File: src/rtl/hex_page_scroller.sv
// Holds a captured wide word and presents one 32-bit page of it to eight hex decoders.
// Pages advance on a debounced active-low button press or on an optional auto-scroll timer.
module hex_page_scroller #(
  parameter  int WORD_W      = 128,
  parameter  int DB_CYCLES   = 500000,
  parameter  int AUTO_CYCLES = 50000000,
  localparam int PAGES       = WORD_W / 32,
  localparam int PAGE_W      = (PAGES > 1) ? $clog2(PAGES) : 1
) (
  input  logic              Clk,
  input  logic              Reset,
  input  logic [WORD_W-1:0] Data_In,
  input  logic              Load,
  input  logic              Next_Key,
  input  logic              Auto_En,
  output logic [31:0]       Nibbles,
  output logic [PAGE_W-1:0] Page,
  output logic              Valid
);

  localparam int DB_W   = (DB_CYCLES > 1)   ? $clog2(DB_CYCLES)   : 1;
  localparam int AUTO_W = (AUTO_CYCLES > 1) ? $clog2(AUTO_CYCLES) : 1;

  logic [WORD_W-1:0] hold;
  logic              key_meta;
  logic              key_s;
  logic              key_stable;
  logic              key_stable_d;
  logic [DB_W-1:0]   db_cnt;
  logic [AUTO_W-1:0] auto_cnt;
  logic              press;
  logic              tick;
  logic [31:0]       page_sel;

  // Button: two-flop synchronizer, then accept a level only after it has been stable long enough.
  // NOTE: all state here uses non-blocking assignments so every flop samples pre-edge values.
  always_ff @(posedge Clk) begin
    if (Reset) begin
      key_meta     <= 1'b1;
      key_s        <= 1'b1;
      key_stable   <= 1'b1;
      key_stable_d <= 1'b1;
      db_cnt       <= '0;
    end else begin
      key_meta     <= Next_Key;
      key_s        <= key_meta;
      key_stable_d <= key_stable;
      if (key_s == key_stable) begin
        db_cnt <= '0;
      end else if (db_cnt == DB_W'(DB_CYCLES - 1)) begin
        key_stable <= key_s;
        db_cnt     <= '0;
      end else begin
        db_cnt <= db_cnt + DB_W'(1);
      end
    end
  end

  // Only the released-to-pressed transition of the accepted level steps the page.
  assign press = key_stable_d & ~key_stable;
  assign tick  = Auto_En && (auto_cnt == AUTO_W'(AUTO_CYCLES - 1));

  // A manual step restarts the auto interval so the next timed step is a full period away.
  always_ff @(posedge Clk) begin
    if (Reset || !Auto_En || press || tick) begin
      auto_cnt <= '0;
    end else begin
      auto_cnt <= auto_cnt + AUTO_W'(1);
    end
  end

  // NOTE: every variable written here gets a default first, so no latch is inferred.
  always_comb begin
    page_sel = '0;
    for (int i = 0; i < PAGES; i++) begin
      if (Page == PAGE_W'(i)) page_sel = hold[32*i +: 32];
    end
  end

  // Coincident press and tick still advance exactly one page.
  always_ff @(posedge Clk) begin
    if (Reset) begin
      hold    <= '0;
      Valid   <= 1'b0;
      Page    <= '0;
      Nibbles <= '0;
    end else begin
      if (Load) begin
        hold  <= Data_In;
        Valid <= 1'b1;
      end
      if (press || tick) begin
        Page <= (Page == PAGE_W'(PAGES - 1)) ? '0 : Page + PAGE_W'(1);
      end
      Nibbles <= page_sel;
    end
  end

endmodule

File: config.mk
export PLATFORM = sky130hd
export DESIGN_NAME = hex_page_scroller
export DESIGN_NICKNAME = d
export VERILOG_FILES = /design/src/rtl/hex_page_scroller.sv
export SDC_FILE = /design/constraint.sdc
export NUM_CORES = 1
export LEC_CHECK = 0
export CAP_MARGIN = 20
export CORE_ASPECT_RATIO = 0.6
export CORE_MARGIN = 2
export CORE_UTILIZATION = 52
export CTS_CLUSTER_SIZE = 25
export DETAILED_ROUTE_END_ITERATION = 7
export HOLD_SLACK_MARGIN = 0.1
export PLACE_DENSITY = 0.89
export REMOVE_ABC_BUFFERS = 1
export SETUP_SLACK_MARGIN = 0.4
export SLEW_MARGIN = 40
export SYNTH_ARGS = -nofsm -noshare
export SYNTH_HDL_FRONTEND = slang
export SYNTH_SLANG_ARGS = --single-unit
File: constraint.sdc
create_clock -name Clk -period 2.9 [get_ports Clk]
set_clock_uncertainty 0.15 [all_clocks]
set_input_delay 0.58 -clock Clk [delete_from_list [all_inputs] [get_ports Clk]]
set_output_delay 0.58 -clock Clk [all_outputs]
set_load 0.05 [all_outputs]
==> results of run 1 <==
where the power goes:
| part | switching (uW) | internal [uW] | total [uW] |
|---|---|---|---|
| clock | 1070 | 1560 | 2630 |
| sequential | 59.0 | 3040 | 3100 |
| combinational | 295 | 348 | 643 |
| total | 1430 | 4950 | 6380 |
registers in the layout (all words and copies together) (netlist names):
register	cells
Valid	1
key_stable_d	1
Nibbles	32
key_s	1
key_meta	1
key_stable	1
auto_cnt	26
db_cnt	19
Page	2
hold	128
metrics by stage:
stage	std cells	util, %	total power (uW)	cell area, um^2
2_1_floorplan	871	-	3442	8498
3_3_place_gp	1277	64.77	3785	10620
3_5_place_dp	1277	64.77	3801	10620
4_1_cts	1311	68.80	6426	11280
5_1_grt	1311	68.80	6602	11280
6_report	1311	68.80	6375	11280
logic make-up (layout without fill, tap and decap cells):
kind of cell	count (synthesis)	after routing
simple gates	320	320
xor+xnor	25	25
fa+ha+maj	6	6
mux	130	130
buf+inv	110	255
compound gates	135	135
flops	212	212
layer usage:
metal	track usage [%]	vias up
li1	-	3509
met1	33.51	3335
met2	36.69	212
met3	5.038	31
met4	4.622	0
met5	0	-
cells in the mapped netlist, drive strengths merged (15+ instances only):
cell type / n
dfxtp: 212
nor2: 163
mux2i: 129
nand2: 50
a21oi: 49
clkbuf: 44
inv: 43
a211o: 32
a211oi: 32
and3b: 32
buf: 23
xnor2: 17
nand3: 15
timing repair:
action	CTS	global route
endpoints found under the setup margin	2	0
hold buffers	0	0
resized for setup	2	0
worst max-delay path by stage:
stage,depth (start not counted),end,slack [ps]
detailed placement,5,auto_cnt[11]$_SDFF_PP0_,550
CTS,1,Nibbles[23],490
floorplan,4,Nibbles[0]$_SDFF_PP0_,210
global route,1,Nibbles[13],480
finish,1,Nibbles[23],520
global placement,4,auto_cnt[20]$_SDFF_PP0_,600
layout make-up:
cell class | instances | area (um^2) | share of cell area, %
Timing Repair Buffer | 178 | 1826 | 16.18
Multi-Input combinational cell | 616 | 4100 | 36.35
Tap cell | 228 | 285.3 | 2.529
Sequential cell | 212 | 4244 | 37.63
Clock buffer | 31 | 623.1 | 5.524
Clock inverter | 3 | 40.04 | 0.3550
Inverter | 43 | 161.4 | 1.431
==> key figures, run 1 <==
STA
  – Fin. max-slew vios: 0
  – Setup_tns: 0 ps
  – Worst hold slack: around 250 ps
  – PnR worst setup slack: around 520 ps
  – RSZ-0062 raised after global routing: no
  – Fmax: around 0.42 GHz
  – Setup Viol. Count Final: 0
  – Rel. slew slack: 50.56%
  – Final period util: 81.93%
  – Least-Margin Pin Slew: about 740 ps
  – Fin. Hold Viols: 0
  – Min cycle time layout: around 2400 ps

Cells and area
  – Commonest non-fill, non-tap cells in the layout: dfxtp_1 (212), nor2_1 (163), clkdlybuf4s50_1 (163)
  – Most common cell after layout, fill and taps aside: dfxtp_1
  – Filler Cell Count: ~1.3k
  – # diodes: 0
  – Layout Nets: approximately 1.2k
  – Fraction of layout cells with a size suffix above 1: slightly below 6%
  – P&R area growth vs syn: 28.47%

GRT
  – Vias in the first global route: just under 7k
  – Initial antenna violation count: 0
  – GRT Overall Usage: 23.46%
  – Largest net degree at the start of global routing: about 130
  – Remaining global-route overflow: 0
  – First-pass GRT wire length: about 34000 um

Logic synthesis
  – FF+latch count, synth: between 200 and 250
  – Yosys warnings: 0
  – Synth area leaders: dfxtp_1 (48%), mux2i_1 (15%), nor2_1 (7.0%), a211o_1 (3.2%), and3b_1 (3.2%)
  – FFs w/ async S/R, synth: 0%
  – Synth Area in Compound Gates: roughly 10%
  – Synthesized netlist cell count: around 940
  – Unique masters post-synth: just over 40
  – Post-synth top area cell: dfxtp_1
  – Largest family of logic cells by synthesized area: simple AND/OR/NAND/NOR gates
  – Syn Area/Cell: 9.360 um^2
  – Post-synth top area share: between 40% and 50%
  – Mux share of post-synthesis cell area: between 10 and 15%
  – Register area share after synthesis: about half
  – Synth Area in Simple Gates: a little under a fifth
  – Post-Synth Adder-Cell Area: less than 1%
  – Post-synth EDFFs: 0
  – XOR/XNOR share of the synthesized area: 2.494%
  – Most used flip-flop cell after synthesis: dfxtp_1
  – Mapped cell area: around 9000 um^2

Setup path
  – Crit path buf inv count: 1
  – Worst Setup SP: Nibbles[23]$_SDFF_PP0_
  – Worst R2R Setup Slack: about 620 ps
  – Slowest cell on crit path: clkdlybuf4s50_1
  – Reg-to-Reg Start: db_cnt[15]$_SDFF_PP0_
  – R2R depth: 4
  – Critical Setup Path Class: flop to output pin
  – Critical Path Fanout Max: 1
  – Setup crit end kind: output pin
  – Worst setup SP type: flop
  – Crit path arrival time: 1650 ps
  – Worst path cell trace: clkdlybuf4s50_1
  – Reg2Reg Capture Point: db_cnt[6]$_SDFF_PP0_
  – Worst path required time: about 2200 ps
  – CP delay by family, top: buffers and inverters
  – CP peak stage delay: 830 ps

Route
  – Top sig layer: met4
  – Number of remaining DRC errors: 0
  – WL final: approximately 22000 um
  – Wl on met1: between 10000 and 15000 um
  – Via/cell ratio: 5.406
  – Met2 WL post-DR: between 9000 and 10000 um
  – Wire length on met3: 1615 um
  – Routed wire length per instance: ~16 um
  – Vias: slightly above 7k
  – Routed Antenna Nets: 0
  – DR iter-0 viols: 490
  – Initial DRT Pass Iterations: 5

Die
  – Die Area: between 15000 and 20000 um^2
  – Area of the core: between 15000 and 20000 um^2
  – Ports: 168
  – Starting Density: around 54%
  – Rows: 36
  – Die X: roughly 170 um
  – Die height: between 100 and 150 um

Power and ir drop
  – Worst VDD drop: between 0.0003 and 0.0004 V
  – Leakage: 0.004507 uW
  – Power per Cell Area: around 570 nW/um^2

Min path
  – Endpoint, Worst Hold: key_s$_SDFF_PP1_
  – Hold-critical path depth: 1
  – HP Class: flop to flop
  – Hold wc startpoint: key_meta$_SDFF_PP1_

Clock tree
  – Clock sinks: between 200 and 250
  – Post-CTS Setup Bufs: 0
  – CTS buffer count: 20
  – CTS HTree Levels: 1
  – Clock-pin slew of the registers on the worst-case setup and hold paths: approximately 70 ps
  – CTS tree: done
  – Bufs on Longest Clock Path: 3
  – Clock root buffer: clkbuf_16
  – Worst-Skew Late Latency: 490 ps

Placement
  – Final HPWL DP: 14310 um
  – Placer congestion estimate: between 0.8 and 0.9
  – Pre-CTS WS: 552.1 ps
  – IO Port Bufs: 167

Outcome
  – Outcome: completed

Job
  – Max_cap viols: 0
Power figures use the tool's default switching activity.
==> run 2: changes to the inputs <==
CORE_UTILIZATION = 47   (was 52)
PLACE_DENSITY = 0.85   (was 0.89)
clock period = 2.15 ns   (was 2.9 ns; I/O delays follow)
==> key figures, run 2 (synthesis results as in run 1) <==
Outcome
  – Outcome: completed

Setup path
  – Critical Path Fanout Max: 5 (+4)
  – Worst path cell trace: buf_4, nand3_2, or4_4, or4_4, a21oi_2
  – Setup crit end kind: flop
  – Critical path's most frequent cell: or4_4
  – Slowest cell on crit path: or4_4
  – Worst path required time: 2420 ps (+250 ps)
  – Critical Setup Path Class: flop to flop
  – Worst setup SP type: flop
  – Crit path arrival time: 2310 ps (+660 ps)
  – CP peak stage delay: 550 ps (-280 ps)

Cells and area
  – Most common cell after layout, fill and taps aside: dfxtp_1
  – Sequential standard cell area: 4309 um^2 (+1.5%)
  – P&R area growth vs syn: 44.52%
  – Layout Nets: 1281 (+5.9%)
  – Commonest non-fill, non-tap cells in the layout: dfxtp_1 (182), nor2_1 (140), clkdlybuf4s50_1 (130)
  – Largest Register: hold
  – Max reg flops: 128 (unchanged)
  – Fraction of layout cells with a size suffix above 1: 25.02% (+19 points)
  – Filler Cell Count: 1273 (+1.1%)
  – Top Registers: hold: 128 flops, Nibbles: 32 flops, auto_cnt: 26 flops
  – Multi-input logic area: 4748 um^2 (+16%)

GRT
  – Initial antenna violation count: 0 (unchanged)
  – Largest net degree at the start of global routing: 119 (-6.3%)
  – Remaining global-route overflow: 0 (unchanged)
  – Vias in the first global route: 6901 (+1.9%)
  – First-pass GRT wire length: 37490 um (+8.9%)
  – GRT Overall Usage: 23.48% (about the same)

Route
  – WL final: 27250 um (+26%)
  – Initial DRT Pass Iterations: 5 (unchanged)
  – Number of remaining DRC errors: 0 (unchanged)
  – Vias: 7802 (+10%)
  – DR iter-0 viols: 646 (+32%)
  – Via/cell ratio: 5.589 (+3.4%)
  – Routed Antenna Nets: 0 (unchanged)
  – Routed wire length per instance: 19.52 um (+19%)

Placement
  – IO Port Bufs: 167 (unchanged)
  – Placer congestion estimate: 0.8689 (-1.4%)
  – Final HPWL DP: 14830 um (+3.7%)

Min path
  – HP Class: input port to flop

Die
  – Starting Density: 48.34% (-5.2 points)
  – Die height: 109.9 um (+5.0%)
  – Die Area: 19830 um^2 (+10%)
  – Rows: 38 (+5.6%)
  – Area of the core: 18160 um^2 (+11%)
  – Die X: 180.4 um (+5.1%)
  – Ports: 168 (unchanged)

STA
  – Fin. Hold Viols: 0 (unchanged)
  – Setup_tns: 0 ps (unchanged)
  – Min cycle time layout: 2041 ps
  – Worst hold slack: 155.3 ps (-99.58 ps)
  – Fmax: 0.4900 GHz
  – RSZ-0062 raised after global routing: yes
  – Final period util: 94.92%
  – Fin. max-slew vios: 0 (unchanged)
  – Least-Margin Pin Slew: 555.3 ps (-185.8 ps)
  – Setup Viol. Count Final: 0 (unchanged)
  – Rel. slew slack: 62.98% (+12 points)

Clock tree
  – Worst-Skew Late Latency: 500 ps (about the same)
  – CTS Hold Bufs: 0 (unchanged)
  – CTS buffer count: 20 (unchanged)
  – Clock root buffer: clkbuf_16
  – CTS HTree Levels: 1 (unchanged)
  – Clock sinks: 212 (unchanged)
  – Clock-pin slew of the registers on the worst-case setup and hold paths: 70 ps (about the same)
  – Bufs on Longest Clock Path: 3 (unchanged)
  – CTS tree: done

Power and ir drop
  – Power per Cell Area: 680.5 nW/um^2 (+20%)
  – Worst VDD drop: 0.0004216 V (+23%)
  – Leakage: 0.005150 uW (+14%)

Job
  – Max_cap viols: 0 (unchanged)
[run 2: cell types whose count changed in the layout (fill, tap and decap cells not counted), sizes merged]
| cell | previous run | this run |
|---|---|---|
| buf | 13 | 110 |
| clkbuf | 31 | 38 |
| clkdlybuf4s50 | 163 | 130 |
| clkinv | 2 | 3 |
| diode | 0 | 1 |
| dlygate4sd2 | 2 | 0 |
| or4 | 10 | 12 |
[run 2: worst paths after layout]
path / depth (start not counted) / end / from / slack [ps]
max: 5 / auto_cnt[22]$_SDFF_PP0_ / auto_cnt[7]$_SDFF_PP0_ / 110
min: 3 / key_stable$_SDFFE_PP1P_ / Reset / 160
max reg2reg: 5 / auto_cnt[22]$_SDFF_PP0_ / auto_cnt[7]$_SDFF_PP0_ / 110
min reg2reg: 1 / key_s$_SDFF_PP1_ / key_meta$_SDFF_PP1_ / 270
[run 2: critical path, delay by kind of cell (launching register included)]
| family | cells | cell delay [ps] |
|---|---|---|
| simple gates | 3 | 1200 |
| flops | 1 | 360 |
| compound gates | 1 | 130 |
| buf+inv | 1 | 120 |
[run 2: routing by layer]
metal / up-vias / GRT usage [%] / routed length (um)
met5: - / 0 / 0
met2: 362 / 36.67 / 12080
met4: 0 / 4.147 / 741
met1: 3713 / 34.52 / 12280
met3: 65 / 3.975 / 2148
li1: 3662 / - / -
[run 2: per-stage QoR]
stage | setup WS, ps | std cells | util, % | area [um^2] | power (uW)
6_report | 109.3 | 1396 | 69.86 | 12690 | 8634
5_1_grt | 86.33 | 1395 | 69.85 | 12690 | 8911
4_1_cts | 164.4 | 1372 | 65.77 | 11950 | 8629
3_5_place_dp | 8.501 | 1311 | 59.60 | 10820 | 5144
3_3_place_gp | 56.56 | 1311 | 59.60 | 10820 | 5121
2_1_floorplan | -542.0 | 871 | - | 8498 | 4642
[run 2: final cells by class]
cell class                 count  area share [%]
multi-input combinational    618           37.42
sequential                   212           33.96
timing repair buffer         247           19.91
clock buffer                  31           4.674
tap                          240           2.367
inverter                      43           1.292
clock inverter                 4          0.3550
antenna                        1         0.01972
[run 2: where the power goes]
part	internal, uW	switching (uW)
clock network	2020	1500
registers	4080	86.6
logic	502	440
total	6600	2030
[run 2: repair_timing]
action	CTS	global route
buffers inserted	20	16
gates resized for setup	205	152
gates cloned	6	7
pin swaps	32	33
endpoints found under the setup margin	109	91
==> run 3: changes to the inputs <==
ABC_AREA = 1   (was default)
CELL_PAD_IN_SITES_DETAIL_PLACEMENT = 1   (was default)
CELL_PAD_IN_SITES_GLOBAL_PLACEMENT = 2   (was default)
CORE_UTILIZATION = 26   (was 47)
PLACE_DENSITY = 0.84   (was 0.85)
==> key figures, run 3 <==
Outcome
  – Outcome: completed

Setup path
  – Slowest cell on crit path: dfxtp_4
  – Critical Setup Path Class: flop to output pin
  – Crit path buf inv count: 1 (unchanged)
  – Worst path cell trace: buf_4
  – Crit path arrival time: 1130 ps (-1180 ps)
  – CP delay by family, top: flip-flops
  – Worst path required time: 1570 ps (-850 ps)
  – R2R depth: 7 (+2)
  – Setup crit end kind: output pin
  – Worst setup SP type: flop
  – CP peak stage delay: 390 ps (-160 ps)
  – Levels on crit path: 1 (-4)
  – Critical Path Fanout Max: 4 (-1)

Placement
  – Final HPWL DP: 19710 um (+33%)
  – IO Port Bufs: 167 (unchanged)
  – Placer congestion estimate: 0.7791 (-10%)

Clock tree
  – Bufs on Longest Clock Path: 3 (unchanged)
  – CTS tree: done
  – Worst-Skew Late Latency: 530 ps (+30 ps)
  – CTS HTree Levels: 1 (unchanged)
  – Clock sinks: 212 (unchanged)
  – Clock root buffer: clkbuf_16
  – Clock-pin slew of the registers on the worst-case setup and hold paths: 60 ps (about the same)
  – CTS buffer count: 24 (+20%)

STA
  – Setup Viol. Count Final: 0 (unchanged)
  – RSZ-0062 raised after global routing: yes
  – Rel. slew slack: 60.59% (-2.4 points)
  – Fin. Hold Viols: 0 (unchanged)
  – Final period util: 79.35% (-16 points)
  – Least-Margin Pin Slew: 591.2 ps (+35.87 ps)
  – Fmax: 0.5862 GHz (+20%)
  – Fin. max-slew vios: 0 (unchanged)
  – Setup_tns: 0 ps (unchanged)
  – Min cycle time layout: 1706 ps (-334.7 ps)

Route
  – WL final: 29680 um (+8.9%)
  – Number of remaining DRC errors: 0 (unchanged)
  – Routed Antenna Nets: 0 (unchanged)
  – DR iter-0 viols: 366 (-43%)
  – Initial DRT Pass Iterations: 4 (-1)
  – Routed wire length per instance: 16.00 um (-18%)
  – Vias: 8405 (+7.7%)
  – Via/cell ratio: 4.531 (-19%)

Power and ir drop
  – Pint: 7215 uW (+9.2%)
  – Combinational Power Share: 9.4% (-1.5 points)
  – Switching Fraction: 24.25% (+0.75 points)
  – Worst VDD drop: 0.0004788 V (+14%)
  – Power per Cell Area: 789.2 nW/um^2 (+16%)
  – Total power: 9524 uW (+10%)
  – Sequential share of power: 44.2% (-4.1 points)
  – P_sw: 2310 uW (+14%)
  – Clock power share: 46.5% (+5.7 points)
  – Leakage: 0.004971 uW (-3.5%)

Logic synthesis
  – Synthesized netlist cell count: 1226 (+31%)
  – Synth area leaders: dfxtp_1 (48%), nor2_1 (12%), o21ai_0 (9.0%), a21oi_1 (7.6%), inv_1 (5.0%)
  – Unique masters post-synth: 32 (-22%)
  – Yosys warnings: 0 (unchanged)
  – Post-synth top area cell: dfxtp_1
  – Post-synth EDFFs: 0 (unchanged)
  – Most used flip-flop cell after synthesis: dfxtp_1
  – Post-synth top area share: 47.63% (-0.71 points)
  – Mapped cell area: 8910 um^2 (+1.5%)
  – Synth top cells by count: nor2_1 (291), dfxtp_1 (212), o21ai_0 (160)
  – Most common cell in the netlist: nor2_1
  – Syn Area/Cell: 7.267 um^2 (-22%)
  – FF+latch count, synth: 212 (unchanged)
  – Register area share after synthesis: 47.63% (-0.71 points)
  – FFs w/ async S/R, synth: 0% (unchanged)

GRT
  – Remaining global-route overflow: 0 (unchanged)
  – Initial antenna violation count: 0 (unchanged)
  – Largest net degree at the start of global routing: 96 (-19%)
  – GRT Overall Usage: 16.54% (-6.9 points)
  – Vias in the first global route: 8746 (+27%)
  – First-pass GRT wire length: 47580 um (+27%)

Cells and area
  – P&R area growth vs syn: 35.44%
  – Layout Nets: 1518 (+19%)
  – # diodes: 0 (-1)
  – Commonest non-fill, non-tap cells in the layout: nor2_1 (288), dfxtp_1 (207), o21ai_0 (148)
  – Fraction of layout cells with a size suffix above 1: 11.53% (-13 points)
  – Largest Register: hold
  – Most common cell after layout, fill and taps aside: nor2_1
  – Top Registers: hold: 128 flops, Nibbles: 32 flops, auto_cnt: 26 flops
  – Max reg flops: 128 (unchanged)

Die
  – Rows: 52 (+37%)
  – Area of the core: 33700 um^2 (+86%)
  – Die Area: 35810 um^2 (+81%)
  – Ports: 168 (unchanged)
  – Die height: 147.4 um (+34%)
  – Die X: 243.0 um (+35%)
  – Starting Density: 26.44% (-22 points)

Min path
  – Hold-critical path depth: 4 (+1)
  – HP Class: input port to flop

Job
  – Max_cap viols: 0 (unchanged)
-- run 3: changes by cell type in the layout (fill, tap and decap cells not counted), moves of 25 or more --
cell / previous run / this run
buf_4: 45 / 20
and3b_1: 32 / 0
nand3_1: 8 / 60
dfxtp_1: 182 / 207
a211o_1: 32 / 0
a21oi_1: 34 / 135
mux2i_1: 129 / 0
nor2_1: 140 / 288
inv_1: 41 / 116
nand2_1: 48 / 88
o21ai_0: 10 / 148
-- run 3: power groups by stage --
stage,Sequential [uW],Clock [uW],Combinational [uW]
global placement,4290,0,904
detailed placement,4300,0,916
CTS,4210,4560,899
finish,4210,4420,893
global route,4230,4740,996
floorplan,4380,0,323
-- run 3: metal layers --
layer	track usage [%]	share of wire [%]	up-vias
li1	-	-	4237
met1	23.20	50	3979
met2	26.73	44	150
met3	3.014	4.3	39
met4	3.190	1.7	0
met5	0	0	-
-- run 3: area by class of cell --
class / count / area (um^2)
clock inverter: 12 / 175.2
multi-input combinational: 820 / 3964
inverter: 122 / 476.7
timing repair buffer: 199 / 1954
fill: 4094 / 21630
sequential: 212 / 4255
clock buffer: 31 / 668.1
tap: 459 / 574.3
-- run 3: through the flow --
stage | cells | hold slack (ps) | worst slack [ps] | cell area [um^2] | util [%]
floorplan | 1154 | 239.5 | -924.5 | 8584 | -
global placement | 1805 | 247.0 | 199.5 | 11170 | 33.15
detailed placement | 1805 | 262.4 | 205.8 | 11170 | 33.15
CTS | 1852 | 102.7 | 388.9 | 11980 | 35.54
global route | 1855 | 102.1 | 379.0 | 12070 | 35.81
finish | 1855 | 109.6 | 444.0 | 12070 | 35.81
-- run 3: cell families (layout without fill, tap and decap cells) --
family                     count (synthesis)  count (layout)  synth area share [%]
buffers and inverters                    194             364                 8.805
and+or+nand+nor                          492             492                 23.56
adders and majority gates                  6               6                0.8426
DFF                                      212             212                 47.63
xor gates and xnor gates                  24              24                 2.359
AOI/OAI and AO/OA                        298             298                 16.80
-- run 3: worst register-to-register path, delay by kind of cell (launching register included) --
| kind | cells | cell delay, ps |
|---|---|---|
| buf+inv | 3 | 340 |
| fa+ha+maj | 1 | 220 |
| flops | 1 | 390 |
| compound gates | 3 | 460 |
-- run 3: final timing paths --
path	from	end	slack (ps)
max	Page[1]$_SDFFE_PP0P_	Page[1]	440
min	Reset	Page[1]$_SDFFE_PP0P_	110
max reg2reg	Page[1]$_SDFFE_PP0P_	Nibbles[3]$_SDFF_PP0_	490
min reg2reg	key_meta$_SDFF_PP1_	key_s$_SDFF_PP1_	270
-- run 3: repair_timing --
item                                    in CTS  in global routing
hold buffers                                 0                  0
pin swaps                                    2                  4
endpoints found under the setup margin      95                 68
resized for setup                          164                 32
buffers inserted                             3                  3
cloned                                       1                  0
